**src/rtl/mem_access_ctrl.sv**
```systemverilog
// rtl/mem_access_ctrl.sv - LSU-to-word-memory access sequencer with byte RMW and per-access timeout
module mem_access_ctrl #(
    parameter int MAX_WAIT = 15
) (
    input  logic        clk,
    input  logic        rst_n,
    input  logic        Req_Valid,
    output logic        Req_Ready,
    input  logic        Req_Write,
    input  logic        Req_Byte,
    input  logic [31:0] Req_Addr,
    input  logic [31:0] Req_Wdata,
    output logic        Resp_Valid,
    output logic        Resp_Error,
    output logic [31:0] Resp_Rdata,
    output logic        Mem_En,
    output logic        Mem_We,
    output logic [31:0] Mem_Addr,
    output logic [31:0] Mem_Wdata,
    input  logic [31:0] Mem_Rdata,
    input  logic        Mem_Ack,
    output logic        Load_Select,
    output logic [1:0]  Offset,
    input  logic [31:0] Load_Data
);

    typedef enum logic [2:0] {IDLE, READ, RMW_RD, RMW_WR, WRITE, RESP} state_t;

    state_t      state_q, state_d;
    logic        byte_q, byte_d;
    logic [31:0] addr_q, addr_d;
    logic [31:0] wdata_q, wdata_d;
    logic [31:0] merged_q, merged_d;
    logic [31:0] rdata_q, rdata_d;
    logic        err_q, err_d;
    logic [7:0]  cnt_q, cnt_d;
    logic        gap_q, gap_d;
    logic [31:0] merge_w;
    logic        access_w;

    always_ff @(posedge clk or negedge rst_n) begin
        if (!rst_n) begin
            state_q  <= IDLE;
            byte_q   <= 1'b0;
            addr_q   <= '0;
            wdata_q  <= '0;
            merged_q <= '0;
            rdata_q  <= '0;
            err_q    <= 1'b0;
            cnt_q    <= '0;
            gap_q    <= 1'b0;
        end else begin
            state_q  <= state_d;
            byte_q   <= byte_d;
            addr_q   <= addr_d;
            wdata_q  <= wdata_d;
            merged_q <= merged_d;
            rdata_q  <= rdata_d;
            err_q    <= err_d;
            cnt_q    <= cnt_d;
            gap_q    <= gap_d;
        end
    end

    always_comb begin
        merge_w = Mem_Rdata;
        case (addr_q[1:0])
            2'd0: merge_w[7:0]   = wdata_q[7:0];
            2'd1: merge_w[15:8]  = wdata_q[7:0];
            2'd2: merge_w[23:16] = wdata_q[7:0];
            default: merge_w[31:24] = wdata_q[7:0];
        endcase
    end

    // The first RMW_WR cycle is an idle bus cycle so the memory sees Mem_En drop between read and write.
    assign access_w = (state_q == READ) || (state_q == RMW_RD) || (state_q == WRITE) ||
                      ((state_q == RMW_WR) && !gap_q);

    always_comb begin
        state_d  = state_q;
        byte_d   = byte_q;
        addr_d   = addr_q;
        wdata_d  = wdata_q;
        merged_d = merged_q;
        rdata_d  = rdata_q;
        err_d    = err_q;
        cnt_d    = cnt_q;
        gap_d    = gap_q;
        case (state_q)
            IDLE: begin
                if (Req_Valid && Req_Ready) begin
                    byte_d  = Req_Byte;
                    addr_d  = Req_Addr;
                    wdata_d = Req_Wdata;
                    cnt_d   = '0;
                    if (!Req_Byte && (Req_Addr[1:0] != 2'b00)) begin
                        err_d   = 1'b1;
                        rdata_d = '0;
                        state_d = RESP;
                    end else if (!Req_Write) begin
                        state_d = READ;
                    end else if (Req_Byte) begin
                        state_d = RMW_RD;
                    end else begin
                        state_d = WRITE;
                    end
                end
            end
            READ, RMW_RD, RMW_WR, WRITE: begin
                if (!access_w) begin
                    gap_d = 1'b0;
                end else if (Mem_Ack) begin
                    if (state_q == RMW_RD) begin
                        merged_d = merge_w;
                        gap_d    = 1'b1;
                        cnt_d    = '0;
                        state_d  = RMW_WR;
                    end else begin
                        err_d   = 1'b0;
                        rdata_d = (state_q == READ) ? Load_Data : 32'h0;
                        state_d = RESP;
                    end
                end else if (cnt_q == 8'(MAX_WAIT - 1)) begin
                    err_d   = 1'b1;
                    rdata_d = '0;
                    gap_d   = 1'b0;
                    state_d = RESP;
                end else begin
                    cnt_d = cnt_q + 8'd1;
                end
            end
            default: state_d = IDLE;
        endcase
    end

    assign Req_Ready   = rst_n && (state_q == IDLE);
    assign Resp_Valid  = (state_q == RESP);
    assign Resp_Error  = err_q;
    assign Resp_Rdata  = rdata_q;
    assign Mem_En      = access_w;
    assign Mem_We      = access_w && ((state_q == RMW_WR) || (state_q == WRITE));
    assign Mem_Addr    = access_w ? {addr_q[31:2], 2'b00} : 32'h0;
    assign Mem_Wdata   = !Mem_We ? 32'h0 : ((state_q == RMW_WR) ? merged_q : wdata_q);
    assign Load_Select = (state_q != IDLE) && byte_q;
    assign Offset      = (state_q != IDLE) ? addr_q[1:0] : 2'b00;

endmodule

```
**config.mk**
```make
export PLATFORM = sky130hd
export DESIGN_NAME = mem_access_ctrl
export DESIGN_NICKNAME = d
export VERILOG_FILES = /design/src/rtl/mem_access_ctrl.sv
export SDC_FILE = /design/constraint.sdc
export NUM_CORES = 1
export LEC_CHECK = 0
export CAP_MARGIN = 10
export CORE_MARGIN = 2
export CORE_UTILIZATION = 42
export CTS_BUF_LIST = sky130_fd_sc_hd__clkbuf_8
export CTS_CLUSTER_DIAMETER = 100
export DETAILED_ROUTE_END_ITERATION = 16
export PLACE_DENSITY = 0.78
export SLEW_MARGIN = 15
export SYNTH_ARGS = -nofsm -noshare
export SYNTH_HDL_FRONTEND = slang
export SYNTH_SLANG_ARGS = --single-unit
```
**constraint.sdc**
```tcl
create_clock -name clk -period 1.9 [get_ports clk]
set_input_delay 0.19 -clock clk [delete_from_list [all_inputs] [get_ports clk]]
set_output_delay 0.19 -clock clk [all_outputs]
set_load 0.01 [all_outputs]
```
# [Yosys cells after proc, flatten, opt, wreduce, memory -nomap -nowiden]
# Cells that the tools add are included.
[word_totals] elab_cells=94 in_bits=134 ff_bits=142 output_inout_bits=104
[classes] n_reduce_logical=25 muxes=42 add_sub_neg=1 n_eq_ne=17
[ops] op="$mux W32" count=10
[ops] op="$mux W8" count=9
[ops] op="$pmux W32 S2" count=1
[ops] op="$mux W3" count=8
[ops] op="$pmux W8 S2" count=1
[ops] op="$ne A3 B3 Y1 const B" count=4
[ops] op="$mux W1" count=10
[ops] op="$add A8 B1 Y8 const B" count=1
[ops] op="$eq A8 B4 Y1 const B" count=1
[ops] op="$eq A3 B2 Y1 const B" count=2
[ops] op="$eq A3 B3 Y1 const B" count=2
[ops] op="$logic_and A1 B1 Y1" count=6
[ops] op="$ne A2 B2 Y1 const B" count=3
[ops] op="$ne A3 B2 Y1 const B" count=2
[ops] op="$pmux W3 S2" count=1
[ops] op="$reduce_and A3 Y1" count=2
[ops] op="$reduce_and A6 Y1" count=1
[ops] op="$reduce_and A5 Y1" count=1
[ops] op="$logic_or A1 B1 Y1" count=4
[ops] op="$reduce_and A4 Y1" count=1
[ops] op="$reduce_bool A2 Y1" count=2
[ops] op="$reduce_or A4 Y1" count=1
[ops] op="$eq A3 B1 Y1 const B" count=1
[ops] op="$logic_not A3 Y1" count=1
[ops] op="9 further kinds" count=10

# [Depth between registers and ports, before layout]
[depth] ltp_word=6 mapped_depth=8 depth_no_buf=7

# [Worst setup path after synthesis]
# Ideal clock, no wire load.
[synth_path] path_type="flip-flop to flip-flop" from="register cnt_q[0]" to="register cnt_q[2]" path_stages_with_launch=9 n_path_buf=1 period_less_slack_ns=1.945 t_required_ns=1.767 setup_time_ns=0.133 arrival_time_ns=1.812 setup_slack_ns=-0.045 cell_sequence="dfrtp_1 > inv_1 > ha_1 > or3b_1 > nor4_4 > a2bb2oi_2 > or3_1 > buf_2 > o21ai_0"
[synth_via] elab_chain_cells=5 elab_cells_between_ends=8 cone_classes="add/sub (1); eq/ne (2); mux (4); reduce/logical (1)"
[synth_rtl] element="start: declaration" line_no="36" source="logic [7:0] cnt_q, cnt_d;"
[synth_rtl] element="start signal: assignment" line_no="60" source="cnt_q <= cnt_d;"
[synth_rtl] element="$add A8 B1 Y8" line_no="129" source="cnt_d = cnt_q + 8'd1;"
[synth_rtl] element="$mux W8" line_no="123" source="end else if (cnt_q == 8'(MAX_WAIT - 1)) begin"
[synth_rtl] element="$mux W8" line_no="112" source="end else if (Mem_Ack) begin"
[synth_rtl] element="$mux W8" line_no="110" source="if (!access_w) begin"
[synth_rtl] element="$pmux W8 S2" line_no="89" source="case (state_q)"
# Several ways; a longest one is shown, not always the timed one. The select of a mux whose other input is x is not followed.
# A chain may end at the register's enable or synchronous reset.

# [Worst setup path after layout]
[layout_path] from="register state_q[1]" to="output Mem_Wdata[11]"
[layout_via] elab_chain_cells=6 elab_cells_between_ends=12 cone_classes="eq/ne (4); mux (2); reduce/logical (6)"
[layout_rtl] element="start: declaration" line_no="29" source="state_t state_q, state_d;"
[layout_rtl] element="start signal: assignment" line_no="53" source="state_q <= state_d;"
[layout_rtl] element="$eq A3 B1 Y1 or $eq A3 B2 Y1 (tied branches)" line_no="76" source="assign access_w = (state_q == READ) || (state_q == RMW_RD) || (state_q == WRITE) ||"
[layout_rtl] element="$logic_or A1 B1 Y1 (3 in series)" line_no="76"
[layout_rtl] element="$logic_and A1 B1 Y1" line_no="141" source="assign Mem_We = access_w && ((state_q == RMW_WR) || (state_q == WRITE));"
[layout_rtl] element="$mux W32 (*)" line_no="143" source="assign Mem_Wdata = !Mem_We ? 32'h0 : ((state_q == RMW_WR) ? merged_q : wdata_q);"
[layout_rtl] element="end: declaration" line_no="19" source="output logic [31:0] Mem_Wdata,"
# Mark *: on every way between the ends. The rest lies on a longest branch, timed or not.

==> summary.txt <==
Finish
  • Register area: 0.00356 mm^2
  • Layout overhead on the synthesized area: 60.8%
  • Ratio of cells with drive above 1 in the final layout: a little over a third
  • Count of fill cells added during filler insertion: about 1100
  • Final net count: about 1000
  • Post-route core utilization: between 60% and 70%
  • N_diodes: 0
  • Multi-input logic area: around 0.0032 mm^2

Setup path
  • R2r startpoint: state_q[1]$_DFFE_PN0P_
  • Slowest cell delay on critical path: between 400 and 500 ps
  • Family with the most delay on the worst path: buffers and inverters
  • Cells along the critical path: buf_4 > nor2_4 > nand2_4 > o21a_4 > bufbuf_16 > a21oi_2 > buf_2
  • Launch point of the worst path: state_q[1]$_DFFE_PN0P_
  • Buffers plus inverters on the worst setup path: 3
  • CP arrival: roughly 2000 ps
  • Worst setup EP type: output port
  • Crit-path max FO: 8
  • Kind of critical path: reg -> out
  • CP Data Required Time: 1710 ps
  • Critical-path top delay cell: sky130_fd_sc_hd__dfrtp_2
  • Startpoint type of the worst setup path: register

Clocking
  • CTS tree: done
  • Clk sink count: between 100 and 150
  • Clock edge transition at the registers on the reported setup and hold paths: 90 ps
  • CTS H-tree lvls: 4
  • Cell at the root of the clock tree: sky130_fd_sc_hd__clkbuf_8
  • Number of buffers created by CTS: 17
  • Clock buffer depth: 2
  • Worst skew pair latency: approximately 460 ps

Logic synthesis
  • Share of synthesized registers carrying an async set or reset: 100%
  • Area of the mapped netlist: around 0.0066 mm^2
  • Main flop type after synthesis: sky130_fd_sc_hd__dfrtp_1
  • Synth area leader: sky130_fd_sc_hd__dfrtp_1
  • Leading post-synthesis cells by cell area: sky130_fd_sc_hd__dfrtp_1 54%, sky130_fd_sc_hd__mux2_2 11%, sky130_fd_sc_hd__a21oi_1 5.3%
  • Number of flip-flops and latches in the synthesized netlist: around 140
  • Mean instance size in the synthesized netlist: between 10 and 15 um^2
  • Sequential cell area fraction in the yosys report: between 50% and 60%
  • Number of synthesized flops with an enable pin: 0
  • Synthesized netlist cell count: ~600
  • Share of the synthesized area in the top cell type: around 54%
  • Count of distinct cell types in the synthesized netlist: 48
  • Yosys Warn Count: 0

STA
  • Worst Clk Skew: 13.1 ps
  • Post-route clock period utilization: 116%
  • Shortest clock period the worst path allows after layout: between 2000 and 2500 ps
  • Setup repair after global routing missed its margin: true
  • Hold Violations, Final: 0
  • Worst max-slew margin expressed relative to the limit: ~48%
  • Tightest Pin Transition: between 700 and 800 ps
  • Fmax: around 0.46 GHz
  • Count of final max-slew check failures: 0
  • Worst-case setup margin in the final layout: -297 ps
  • Final setup violation count: approximately 110

Drt
  • Routed WL per cell: between 15 and 20 um
  • Total via count in the routed design: 5999
  • Via/cell ratio: approximately 5.3
  • Post-route DRC violation count: 0
  • Number of optimization iterations in the first detailed-route pass: 5
  • Total wire length after detailed routing: between 20 and 25 mm
  • Number of nets with antenna violations after detailed routing: 0
  • Violation count after the first detailed-routing iteration: 437

Pwr
  • Seq pwr share: 31.2%
  • Switching power as a share of total power: a little under two fifths
  • Combinational fraction of design power: between 50% and 60%
  • Static Leakage: slightly below 5 nW
  • Peak supply drop: approximately 0.0011 V
  • Power density over the cells: ~1600 mW/mm^2
  • Part of the power in the clock network: ~16%
  • Power Internal: ~11 mW
  • Switching power of the nets: 6.40 mW

GRT
  • Total congestion overflow after global routing: 0
  • Antenna violations before repair: 0
  • Overall fraction of global-route tracks in use: 24.5%
  • First-pass GRT wire length: approximately 32 mm
  • Number of global-route vias before repair: about 6000
  • Pin count of the biggest net entering global routing: around 140

Min path
  • Worst min-delay path startpoint: Load_Data[10]
  • Type of the tightest min-delay check: in -> reg

Place
  • GPL Wtd Cong: approximately 0.9
  • Post-DP HPWL: between 10 and 15 mm
  • Pre-CTS setup slack: -160 ps
  • Port Buffer Count: between 200 and 250

Run status
  • Outcome: finished, violations left
  • Violated checks: setup timing

Die
  • Top Ports: 238
  • Rows: 45
  • Die width: 130 um
  • Initial Utilization: between 40 and 50%
  • Die outline area: 0.0168 mm^2
  • Area of the core region: 0.0153 mm^2
  • Height of the die: about 130 um

Run
  • Count of max-cap constraint violations: 0
## power groups by stage
stage	Sequential, mW	Clock, mW	Combinational [mW]
finish	5.41	2.85	9.10
CTS	5.38	2.89	8.64
global route	5.55	3.03	9.67
global placement	5.36	0	7.47
detailed placement	5.37	0	7.70
floorplan	5.24	0	3.89
## layout make-up
| type | count | area share (%) |
|---|---|---|
| clock inverters | 15 | 2.20 |
| inverters | 3 | 0.106 |
| repair buffers | 325 | 29.4 |
| flip-flops and latches | 142 | 33.4 |
| multi-input cells | 415 | 30.2 |
| clock buffers | 17 | 2.20 |
| well taps | 211 | 2.48 |
## cell usage after synthesis, drive strengths merged (5+ instances only)
cell and n:
mux2 66, a21oi 70, nand2b 5, nor2b 5
dfrtp 142, a22o 32, clkbuf 23, buf 22
mux2i 32, o31ai 8, and2 31, o21ai 8
nor2 41, nand2 74
## per-stage QoR
| stage | instances | total power, mW | cell area [um^2] | setup TNS [ps] | hold WS [ps] |
|---|---|---|---|---|---|
| final | 1128 | 17.3 | 10600 | -21080 | 317 |
| after global placement | 1047 | 12.8 | 9520 | -4210 | 394 |
| after CTS | 1107 | 16.9 | 10300 | -19010 | 298 |
| after floorplan | 605 | 9.13 | 6630 | -959 | -106 |
| after global routing | 1128 | 18.3 | 10600 | -28640 | 295 |
| after detailed placement | 1047 | 13.1 | 9520 | -8780 | 396 |
## sequential cells by signal, summed over array words and instances (netlist names)
signal      flops
byte_q          1
Resp_Error      1
state_q         3
gap_q           1
merged_q       32
cnt_q           8
addr_q         32
Resp_Rdata     32
wdata_q        32
## cell usage in the layout (no fill, tap or decap), drive strengths merged, types with 2 or more instances in the layout
master | synthesis | routed
o22ai | 2 | 2
clkdlybuf4s50 | 0 | 165
dfrtp | 142 | 142
o41ai | 2 | 2
o21ai | 8 | 8
ha | 2 | 2
and3 | 3 | 3
inv | 3 | 6
and2 | 31 | 31
nand2b | 5 | 5
clkinv | 0 | 7
mux2 | 66 | 66
o21a | 3 | 3
nand2 | 74 | 74
nor4bb | 2 | 2
conb | 1 | 2
clkbuf | 23 | 23
clkdlybuf4s15 | 0 | 2
a22o | 32 | 32
or3 | 2 | 2
nand3b | 2 | 2
buf | 22 | 150
nor2 | 41 | 41
o31ai | 8 | 8
a21oi | 70 | 70
nor2b | 5 | 5
bufinv | 0 | 5
nand3 | 4 | 4
nor3 | 3 | 3
mux2i | 32 | 32
## timing repair
item | 4_1_cts | 5_1_grt
setup endpoints to repair | 112 | 202
gates cloned | 7 | 6
hold endpoints to repair | 142 | 0
hold buffers | 1 | 0
resized for setup | 320 | 70
pin swaps | 24 | 24
setup buffers | 20 | 20
## kinds of logic (layout without fill, tap and decap cells)
family / Yosys count / in the layout / synth area share (%)
buffers and inverters: 48 / 360 / 3.53
and+or+nand+nor: 179 / 179 / 13.2
AOI/OAI and AO/OA: 133 / 133 / 12.9
muxes: 98 / 98 / 16.1
other: 1 / 2 / 0.0566
adders and majority gates: 3 / 3 / 0.529
DFF: 142 / 142 / 53.7
## metal layers
metal | global-route usage, % | up-vias | routed length, um | share of wire, %
met3 | 7.39 | 33 | 1790 | 8.0
li1 | - | 2712 | - | -
met5 | 0 | - | 0 | 0
met1 | 31.0 | 2960 | 8950 | 40
met4 | 7.72 | 0 | 391 | 1.7
met2 | 40.4 | 294 | 11300 | 50
## worst paths after layout
path                                                    to  slack (ps)  cells past startpoint
worst max register to register  Resp_Rdata[31]$_DFFE_PN0P_        -210                     11
worst max-delay path                         Mem_Wdata[11]        -300                      7
min in group asynchronous          wdata_q[23]$_DFFE_PN0P_         410                      3
worst min-delay path            Resp_Rdata[10]$_DFFE_PN0P_         320                      2
max in group asynchronous           state_q[2]$_DFFE_PN0P_         880                      3
worst min register to register       addr_q[8]$_DFFE_PN0P_         500                      1
No activity file was read; power rests on OpenSTA's default activity.
